$ cat config.mk
export PLATFORM = sky130hd
export DESIGN_NAME = adc_seq_arb
export DESIGN_NICKNAME = d
export VERILOG_FILES = /design/src/rtl/adc_seq_arb.sv
export SDC_FILE = /design/constraint.sdc
export NUM_CORES = 1
export LEC_CHECK = 0
export BUFFER_PORTS_ARGS = -buffer_cell sky130_fd_sc_hd__buf_4
export CORE_ASPECT_RATIO = 1.25
export CORE_UTILIZATION = 45
export DETAILED_ROUTE_END_ITERATION = 7
export HOLD_SLACK_MARGIN = 0.06
export PLACE_DENSITY_LB_ADDON = 0.2
export SYNTH_ARGS = -nofsm -noshare
export SYNTH_HDL_FRONTEND = slang
export SYNTH_SLANG_ARGS = --single-unit
export TNS_END_PERCENT = 20
$ cat constraint.sdc
create_clock -name clk -period 1.83 [get_ports clk]
set_input_delay 0.4575 -clock clk [delete_from_list [all_inputs] [get_ports clk]]
set_output_delay 0.4575 -clock clk [all_outputs]
set_load 0.005 [all_outputs]
$ cat src/rtl/adc_seq_arb.sv
// adc_seq_arb: round-robin two-client arbiter and req/rdy handshake sequencer for a shared ADC
module adc_seq_arb #(
   parameter int DW         = 8,
   parameter int TIMEOUT    = 15,
   parameter int RST_CYCLES = 4
) (
   input  logic          clk,
   input  logic          reset,
   input  logic          req0,
   input  logic          req1,
   output logic          ack0,
   output logic          ack1,
   output logic [DW-1:0] dout,
   output logic          adc_req,
   output logic          adc_rst,
   input  logic          adc_rdy,
   input  logic [DW-1:0] adc_dat,
   output logic          busy,
   output logic          owner,
   output logic          err,
   input  logic          clr_err
);
   typedef enum logic [2:0] {INIT, IDLE, REQ, DONE, RECOVER} state_t;
   localparam logic [7:0] TO_LAST  = 8'(TIMEOUT - 1);
   localparam logic [7:0] RST_LAST = 8'(RST_CYCLES - 1);
   state_t        state_q, state_d;
   logic [7:0]    rst_cnt_q, rst_cnt_d, timer_q, timer_d;
   logic [DW-1:0] dout_q, dout_d;
   logic          ack0_q, ack0_d, ack1_q, ack1_d, adc_req_q, adc_req_d, adc_rst_q, adc_rst_d;
   logic          busy_q, busy_d, owner_q, owner_d, err_q, err_d, timeout;
   always_comb begin
      state_d   = state_q;
      rst_cnt_d = rst_cnt_q;
      timer_d   = timer_q;
      dout_d    = dout_q;
      ack0_d    = 1'b0;
      ack1_d    = 1'b0;
      adc_req_d = adc_req_q;
      adc_rst_d = adc_rst_q;
      owner_d   = owner_q;
      timeout   = 1'b0;
      case (state_q)
         INIT, RECOVER: begin
            rst_cnt_d = (rst_cnt_q == RST_LAST) ? 8'd0 : rst_cnt_q + 8'd1;
            adc_rst_d = rst_cnt_q != RST_LAST;
            state_d   = (rst_cnt_q == RST_LAST) ? IDLE : state_q;
         end
         IDLE: if (req0 || req1) begin
            // contention goes to whoever was not served last
            owner_d   = (req0 && req1) ? ~owner_q : req1;
            state_d   = REQ;
            adc_req_d = 1'b1;
            timer_d   = 8'd0;
         end
         REQ: if (adc_rdy) begin
            dout_d    = adc_dat;
            ack0_d    = ~owner_q;
            ack1_d    = owner_q;
            adc_req_d = 1'b0;
            state_d   = DONE;
            timer_d   = 8'd0;
         end else begin
            timeout = timer_q == TO_LAST;
            timer_d = timer_q + 8'd1;
         end
         DONE: if (!adc_rdy) state_d = IDLE;
         else begin
            timeout = timer_q == TO_LAST;
            timer_d = timer_q + 8'd1;
         end
         default: state_d = INIT;
      endcase
      if (timeout) begin
         state_d   = RECOVER;
         adc_req_d = 1'b0;
         adc_rst_d = 1'b1;
         rst_cnt_d = 8'd0;
         timer_d   = 8'd0;
      end
      err_d  = timeout | (err_q & ~clr_err);
      busy_d = state_d != IDLE;
   end
   always_ff @(posedge clk or negedge reset) begin
      if (!reset) begin
         state_q   <= INIT;
         rst_cnt_q <= 8'd0;
         timer_q   <= 8'd0;
         dout_q    <= '0;
         ack0_q    <= 1'b0;
         ack1_q    <= 1'b0;
         adc_req_q <= 1'b0;
         adc_rst_q <= 1'b1;
         busy_q    <= 1'b1;
         owner_q   <= 1'b1;
         err_q     <= 1'b0;
      end else begin
         state_q   <= state_d;
         rst_cnt_q <= rst_cnt_d;
         timer_q   <= timer_d;
         dout_q    <= dout_d;
         ack0_q    <= ack0_d;
         ack1_q    <= ack1_d;
         adc_req_q <= adc_req_d;
         adc_rst_q <= adc_rst_d;
         busy_q    <= busy_d;
         owner_q   <= owner_d;
         err_q     <= err_d;
      end
   end
   assign ack0    = ack0_q;
   assign ack1    = ack1_q;
   assign dout    = dout_q;
   assign adc_req = adc_req_q;
   assign adc_rst = adc_rst_q;
   assign busy    = busy_q;
   assign owner   = owner_q;
   assign err     = err_q;
endmodule

==> metrics.yaml, run 1 <==
max_clock_freq_mhz: 592
synthFlopType: "dfrtp_1"
worstPathCellList: "nor3_1 -> nand4b_2 -> and2_1 -> a221o_1"
n_antenna_cell: 0
setup_violations: 0
die_area_um2: 3950
final_cell_area_um2: 2050
syn-num-nets: 172
crit_fanout: 8
area_delta_synth_final_pct: 23.2
cts_max_path_buffers: 2
hold_violations: 0
status: "complete, no violations"
cp-start-kind: "flop"
cts_tree: "built"
dp_hpwl_um: 2450
fp-row-count: 24
crit_required_ps: 2010
drt_first_pass_iters: 4
ctsRootBufferMaster: "clkbuf_8"
wl_per_cell_um: 14.8
pre_cts_ws_ps: 121
ys_top_cells_by_area: "dfrtp_1 47%, mux2_2 5.4%, dfstp_2 4.7%, nor2_1 3.8%, ha_1 2.3%"
grt_setup_unrepaired: "false"
timing.final.crit_share_pct: 92.2
critical_path_arrival_ps: 1860
clkTransAtPathRegs_ps: 70
tightest_slew_ps: 429
ff2ff_setup_slack_ps: 140
cts_sinks: 34
cts_max_level: 2
grt_pass1_vias: 1392
worst_path_max_delay_cell: "dfrtp_1"
synth-async-reset-ratio_pct: 100
powerDensity_nw_per_um2: 1500
antenna_found_initial: 0
postSynthAreaPerCell_um2: 10.7
relSlewSlack_pct: 71.4
io_pins: 29
cts_resized: 0
grt_usage_pct: 19.7
drtIter0Drc: 86
ys_seq_elements: 34
synthCells: 155
maxCapViolCount: 0
end_kind: "flop"
nets: 207
power_frac_comb_pct: 36.6
critical_path_class: "flop to flop"
fin_ws_ps: 142
portBuffers: 28
grt_pass1_wl_um: 6010
place_area_um2: 1940
cts_made_buffers: 5
reg2reg_to: "timer_q[5]$_DFFE_PN0P_"
syn_area_um2: 1660
p_sw_mw: 1.05
cts_hold_buf: 0
core-area_um2: 3510
yosys-top-cells-count: "31 x dfrtp_1, 17 x nor2_1, 8 x mux2_2"
seqPwrFrac_pct: 41.5
max_stage_delay_ps: 450
final-max-slew-violation-count: 0
leakage_nw: 0.937
period_minus_slack_ps: 1690
ir_drop_mv: 0.882
yosysSeqAreaShare_pct: 51.4
hp-class: "input port to async pin"
tns_ps: 0
grt_max_degree: 35
wl_um: 3410
synth_most_common_cell: "dfrtp_1"
swShare_pct: 34.2
route.antenna.remaining_nets: 0
synth_top_area_share_pct: 46.6
drc: 0
synth_edf_count: 0
reg2reg_depth: 4
vias: 1307
grt_overflow: 0
synth_cell_types: 48
postCtsSetupBuffers: 0
clk_latency_ps: 290
finClkSkew_ps: 1.67
internal_power_mw: 2.02
vias_per_cell: 5.68
drive_above_1_share_pct: 33.5
synth_area_leader_cell: "dfrtp_1"
fp.dieH_um: 70.0
initial_core_util_pct: 47.4
timing.rr.start: "timer_q[5]$_DFFE_PN0P_"
gp_congestion: 0.869
dieWidth_um: 56.4
clockPowerShare_pct: 21.9
yosysWarnings: 0
## routing by layer
layer / up-vias / GRT usage (%) / routed length, µm
met5: - / 0 / 0
met4: 0 / 13.3 / 87
met3: 10 / 4.07 / 93
met2: 25 / 33.6 / 1800
met1: 644 / 21.7 / 1420
li1: 628 / - / -
## power groups by stage
stage / combinational (mW) / sequential, mW / clock, mW
after floorplan: 0.690 / 1.25 / 0
after global placement: 1.09 / 1.27 / 0
after detailed placement: 1.13 / 1.29 / 0
after CTS: 1.14 / 1.27 / 0.693
after global routing: 1.26 / 1.33 / 0.719
final: 1.12 / 1.28 / 0.674
## sequential cells by signal, summed over array words and instances (netlist names)
register and cells:
timer_q 8, owner 1, adc_req 1, ack1 1, adc_rst 1, rst_cnt_q 8, ack0 1, state_q 3
dout 8, busy 1, err 1
## how the worst max path moves through the flow
| stage | from | end | slack [ps] | cells past startpoint |
|---|---|---|---|---|
| floorplan | adc_rdy | timer_q[5]$_DFFE_PN0P_ | 260 | 4 |
| global placement | adc_rdy | timer_q[5]$_DFFE_PN0P_ | 170 | 5 |
| detailed placement | adc_rdy | timer_q[5]$_DFFE_PN0P_ | 120 | 5 |
| CTS | timer_q[5]$_DFFE_PN0P_ | rst_cnt_q[7]$_DFFE_PN0P_ | 150 | 5 |
| global route | timer_q[5]$_DFFE_PN0P_ | rst_cnt_q[7]$_DFFE_PN0P_ | 50 | 5 |
| finish | timer_q[5]$_DFFE_PN0P_ | timer_q[5]$_DFFE_PN0P_ | 140 | 4 |
## logic make-up (layout without fill, tap and decap cells)
group	after synthesis	after routing	share of synthesized area [%]
compound gates	31	31	12.6
xor+xnor	4	4	2.11
fa+ha+maj	3	3	2.26
buf+inv	9	45	2.63
flops	34	34	51.4
mux	8	8	5.41
simple gates	66	66	23.7
## metrics by stage
| step | cells | power [mW] | hold WS (ps) | util (%) |
|---|---|---|---|---|
| floorplan | 155 | 1.94 | 162 | - |
| global placement | 222 | 2.36 | 424 | 55.2 |
| detailed placement | 222 | 2.42 | 433 | 55.2 |
| CTS | 230 | 3.10 | 117 | 58.3 |
| global route | 230 | 3.30 | 139 | 58.3 |
| finish | 230 | 3.07 | 101 | 58.3 |
## worst max-delay path, delay by kind of cell (launching register included)
kind             cells  cell delay, ps
flip-flops           1             450
AO/OA/AOI/OAI        1             280
AND/OR/NAND/NOR      3             840
## cells in the final DEF (no fill, tap or decap), types with 2 or more instances in the layout
cell type / synthesis / final
a21oi_1: 7 / 7
a31oi_1: 4 / 4
and2_1: 3 / 3
and3_1: 4 / 4
buf_4: 0 / 31
clkbuf_8: 0 / 5
clkinv_2: 0 / 2
dfrtp_1: 31 / 31
dfstp_2: 3 / 3
ha_1: 3 / 3
inv_1: 5 / 5
mux2_2: 8 / 8
nand2_1: 7 / 7
nand3_1: 6 / 6
nand4_1: 5 / 5
nor2_1: 17 / 17
nor2b_1: 4 / 4
nor3_1: 3 / 3
o211ai_1: 2 / 2
o21ai_0: 4 / 4
o31ai_1: 2 / 2
or2_2: 4 / 4
or3_1: 2 / 2
xnor2_1: 2 / 2
xor2_1: 2 / 2
## layout make-up
class | count | area (µm²)
fill | 322 | 1460
sequential | 34 | 855
multi-input combinational | 112 | 766
timing repair buffer | 32 | 253
clock buffer | 5 | 68.8
tap | 39 | 48.8
clock inverter | 3 | 40.0
inverter | 5 | 18.8
Note: power is estimated with default switching activity, not from simulation.
==> run 2, diff against run 1 <==
--- a/config.mk
+++ b/config.mk
@@ -6,10 +6,11 @@
 export NUM_CORES = 1
 export LEC_CHECK = 0
 export BUFFER_PORTS_ARGS = -buffer_cell sky130_fd_sc_hd__buf_4
+export CELL_PAD_IN_SITES_DETAIL_PLACEMENT = 1
+export CELL_PAD_IN_SITES_GLOBAL_PLACEMENT = 1
 export CORE_ASPECT_RATIO = 1.25
-export CORE_UTILIZATION = 45
+export CORE_UTILIZATION = 43
 export DETAILED_ROUTE_END_ITERATION = 7
-export HOLD_SLACK_MARGIN = 0.06
 export PLACE_DENSITY_LB_ADDON = 0.2
 export SYNTH_ARGS = -nofsm -noshare
 export SYNTH_HDL_FRONTEND = slang
==> metrics.yaml, run 2 (synthesis gave the netlist of run 1 again) <==
status: "complete, no violations"
tightest_slew_ps: 434
grt_max_degree: 35
drt_first_pass_iters: 6
vias: 1330
max_stage_delay_ps: 470
die_area_um2: 4120
final_cell_mix: "32 x buf_4, 31 x dfrtp_1, 17 x nor2_1, 8 x mux2_2, 8 x clkbuf_8"
cts_max_level: 2
reg2reg_depth: 4
mostFrequentLayoutCell: "buf_4"
relSlewSlack_pct: 70.9
grt_use_met2_pct: 40.6
vias_per_cell: 5.78
io_pins: 29
hold_violations: 0
cts_sinks: 34
drtIter0Drc: 48
hold_ws_ps: 105
nets: 207
core-area_um2: 3600
cts_resized: 0
ir_drop_mv: 0.792
portBuffers: 28
timing.final.crit_share_pct: 94.4
crit_required_ps: 2000
clkTransAtPathRegs_ps: 70
cp_top_family: "simple AND/OR/NAND/NOR gates"
crit_buf_inv: 0
leakage_nw: 0.934
timing.rr.start: "timer_q[4]$_DFFE_PN0P_"
drive_above_1_share_pct: 33.5
crit_fanout: 8
ff2ff_setup_slack_ps: 100
dp_hpwl_um: 3000
finClkSkew_ps: 9.79
cts_made_buffers: 5
powerDensity_nw_per_um2: 1510
cts_hold_buf: 0
clk_latency_ps: 290
cts_max_path_buffers: 2
initial_core_util_pct: 46.2
gp_congestion: 0.836
wl_per_cell_um: 17.6
route.antenna.remaining_nets: 0
postCtsSetupBuffers: 0
grt_setup_unrepaired: "false"
worstPathCellList: "nor3_1 -> nand4b_2 -> and2_1 -> a221o_1"
grt_overflow: 0
end_kind: "flop"
drc: 0
area_delta_synth_final_pct: 22.5
fp.dieH_um: 71.6
reg2reg_to: "timer_q[5]$_DFFE_PN0P_"
tns_ps: 0
grt_usage_pct: 22.8
cp-start-kind: "flop"
grt_use_met1_pct: 27.0
postLayoutCoreUtil_pct: 56.6
worst_path_max_delay_cell: "dfrtp_1"
grt_pass1_vias: 1475
grt_use_met3_pct: 3.97
n_antenna_cell: 0
dieWidth_um: 57.6
antenna_found_initial: 0
final-max-slew-violation-count: 0
setup_violations: 0
cts_tree: "built"
busiest_layer: "met2"
wl_um: 4050
critical_path_arrival_ps: 1900
period_minus_slack_ps: 1730
critical_path_class: "flop to flop"
max_clock_freq_mhz: 579
ctsRootBufferMaster: "clkbuf_8"
fp-row-count: 24
grt_pass1_wl_um: 7130
hp-class: "input port to async pin"
maxCapViolCount: 0
cp.depth: 4
[run 2: cell count changes in the layout (fill, tap and decap cells not counted), sizes merged]
cell	before	now
clkbuf	5	8
clkinv	2	0
bufinv	1	0
[run 2: per-stage QoR]
| stage | cell area (µm²) | instances | total power [mW] | worst slack (ps) |
|---|---|---|---|---|
| 6_report | 2040 | 230 | 3.07 | 102 |
| 5_1_grt | 2040 | 230 | 3.29 | 20.1 |
| 4_1_cts | 2040 | 230 | 3.11 | 95.2 |
| 3_5_place_dp | 1930 | 222 | 2.44 | 58.3 |
| 3_3_place_gp | 1930 | 222 | 2.35 | 84.7 |
| 2_1_floorplan | 1660 | 155 | 1.94 | 261 |
[run 2: worst max path at each step]
stage / from / end / slack [ps]
floorplan: adc_rdy / timer_q[5]$_DFFE_PN0P_ / 260
global placement: adc_rdy / busy$_DFF_PN1_ / 80
detailed placement: adc_rdy / busy$_DFF_PN1_ / 60
CTS: timer_q[4]$_DFFE_PN0P_ / timer_q[5]$_DFFE_PN0P_ / 100
global route: timer_q[4]$_DFFE_PN0P_ / rst_cnt_q[6]$_DFFE_PN0P_ / 20
finish: timer_q[4]$_DFFE_PN0P_ / timer_q[5]$_DFFE_PN0P_ / 100
[run 2: report_power, final]
| group | switching (mW) | internal (mW) | leakage (nW) |
|---|---|---|---|
| sequential | 0.262 | 1.03 | 0.419 |
| combinational | 0.552 | 0.576 | 0.457 |
| clock | 0.268 | 0.380 | 0.0575 |
[run 2: per-layer routing]
layer	wire [µm]	share of wire, %
met5	0	0
met4	63	1.6
met3	129	3.2
met2	2260	56
met1	1600	39
[run 2: area by class of cell]
cell class / count / area (µm²)
fill: 404 / 1570
sequential: 34 / 855
multi-input combinational: 112 / 766
timing repair buffer: 32 / 240
clock buffer: 8 / 110
tap: 39 / 48.8
inverter: 5 / 18.8
==> run 3, diff against run 2 <==
--- a/config.mk
+++ b/config.mk
@@ -6,12 +6,14 @@
 export NUM_CORES = 1
 export LEC_CHECK = 0
 export BUFFER_PORTS_ARGS = -buffer_cell sky130_fd_sc_hd__buf_4
+export CAP_MARGIN = 15
 export CELL_PAD_IN_SITES_DETAIL_PLACEMENT = 1
 export CELL_PAD_IN_SITES_GLOBAL_PLACEMENT = 1
 export CORE_ASPECT_RATIO = 1.25
-export CORE_UTILIZATION = 43
+export CORE_UTILIZATION = 45
 export DETAILED_ROUTE_END_ITERATION = 7
 export PLACE_DENSITY_LB_ADDON = 0.2
+export REMOVE_ABC_BUFFERS = 1
 export SYNTH_ARGS = -nofsm -noshare
 export SYNTH_HDL_FRONTEND = slang
 export SYNTH_SLANG_ARGS = --single-unit
==> constraint.sdc (replaced) <==
create_clock -name clk -period 2.2 [get_ports clk]
set_input_delay 0.55 -clock clk [delete_from_list [all_inputs] [get_ports clk]]
set_output_delay 0.55 -clock clk [all_outputs]
set_load 0.005 [all_outputs]
==> metrics.yaml, run 3 (synthesis gave the netlist of run 1 again) <==
swShare_pct: 35.7
setup_violations: 0
internal_power_mw: 1.59
nets: 206
cts_tree: "built"
critical_path_arrival_ps: 1900
period_minus_slack_ps: 1720
cts_resized: 0
timing.final.crit_share_pct: 78.4
drive_above_1_share_pct: 32.6
ir_drop_mv: 0.900
route.antenna.remaining_nets: 0
max_stage_delay_ps: 440
final_cell_mix: "31 x dfrtp_1, 31 x buf_4, 17 x nor2_1, 8 x mux2_2"
power_frac_comb_pct: 37.7
max_clock_freq_mhz: 580
drtIter0Drc: 67
clockPowerShare_pct: 18.9
cts_max_level: 2
clk_latency_ps: 290
maxCapViolCount: 0
dieWidth_um: 56.4
cts_hold_buf: 0
p_sw_mw: 0.880
grt_use_met1_pct: 23.9
vias_per_cell: 5.70
grt_pass1_wl_um: 6420
grt_usage_pct: 21.4
core-area_um2: 3510
clkTransAtPathRegs_ps: 70
cts_made_buffers: 5
drt_first_pass_iters: 4
dpl.cell_count: 221
ctsRootBufferMaster: "clkbuf_8"
finClkSkew_ps: 6.78
crit_fanout: 8
portBuffers: 28
grt_use_met2_pct: 38.1
cp-start-kind: "flop"
n_antenna_cell: 0
grt_max_degree: 35
fill_cells: 392
wl_per_cell_um: 16.5
wl_um: 3780
grt_use_met3_pct: 5.00
critical_path_class: "flop to flop"
grt_pass1_vias: 1374
drc: 0
dp_hpwl_um: 2880
worstPathCellList: "and2b_2 -> nor2b_1 -> buf_4 -> mux2_2"
grt_overflow: 0
fp.dieH_um: 70.0
cts_max_path_buffers: 2
leakage_nw: 0.920
multi_input_area_um2: 766
ff_latch_area_um2: 855
final-max-slew-violation-count: 0
crit_required_ps: 2370
busiest_layer: "met2"
initial_core_util_pct: 47.4
hp-class: "input port to async pin"
hold_violations: 0
cts_sinks: 34
end_kind: "flop"
grt_setup_unrepaired: "false"
fp-row-count: 24
seqPwrFrac_pct: 43.4
io_pins: 29
stdcell_count: 229
powerDensity_nw_per_um2: 1230
vias: 1305
die_area_um2: 3950
gp_congestion: 0.820
status: "complete, no violations"
relSlewSlack_pct: 71.3
ff2ff_setup_slack_ps: 480
worst_path_max_delay_cell: "dfrtp_1"
postCtsSetupBuffers: 0
tightest_slew_ps: 429
antenna_found_initial: 0
area_delta_synth_final_pct: 20.9
tns_ps: 0
run 3: worst max-delay path: cells and delay by family, from the launching register on:
| family | cells | cell delay [ps] |
|---|---|---|
| AND/OR/NAND/NOR | 2 | 600 |
| buffers and inverters | 1 | 230 |
| flip-flops | 1 | 440 |
| multiplexers | 1 | 350 |
run 3: power groups by stage:
stage	Combinational [mW]	Clock, mW	Sequential [mW]
after floorplan	0.564	0	1.04
after global placement	0.894	0	1.06
after detailed placement	0.942	0	1.08
after CTS	0.945	0.489	1.07
after global routing	1.03	0.509	1.10
final	0.930	0.468	1.07
run 3: path summary, 6_finish.rpt:
check                                           from                endpoint  cells past startpoint
worst max-delay path            state_q[0]$_DFF_PN0_     dout[4]$_DFFE_PN0P_                      4
worst min-delay path                           reset  timer_q[5]$_DFFE_PN0P_                      1
worst max register to register  state_q[0]$_DFF_PN0_     dout[4]$_DFFE_PN0P_                      4
worst min register to register         err$_DFF_PN0_           err$_DFF_PN0_                      1
max in group asynchronous                      reset     adc_rst$_DFFE_PN1P_                      1
min in group clk                                req0       owner$_DFFE_PN1P_                      2
run 3: area by class of cell:
class | instances | share of cell area (%)
clock buffers | 7 | 4.29
clock inverters | 1 | 0.249
inverters | 5 | 0.933
multi-input cells | 112 | 38.1
flip-flops and latches | 34 | 42.5
well taps | 39 | 2.43
repair buffers | 31 | 11.6
run 3: stage by stage:
step / util [%] / power, mW / hold WS (ps) / cell area (µm²) / setup slack, ps
final: 57.3 / 2.47 / 195 / 2010 / 475
after global routing: 57.3 / 2.64 / 228 / 2010 / 366
after CTS: 57.3 / 2.50 / 206 / 2010 / 460
after detailed placement: 54.7 / 2.02 / 483 / 1920 / 307
after global placement: 54.7 / 1.95 / 466 / 1920 / 346
after floorplan: - / 1.60 / 254 / 1640 / 431
run 3: layer usage:
metal	up-vias	routed length (µm)
li1	626	-
met1	654	1540
met2	18	2080
met3	7	95
met4	0	64
met5	-	0
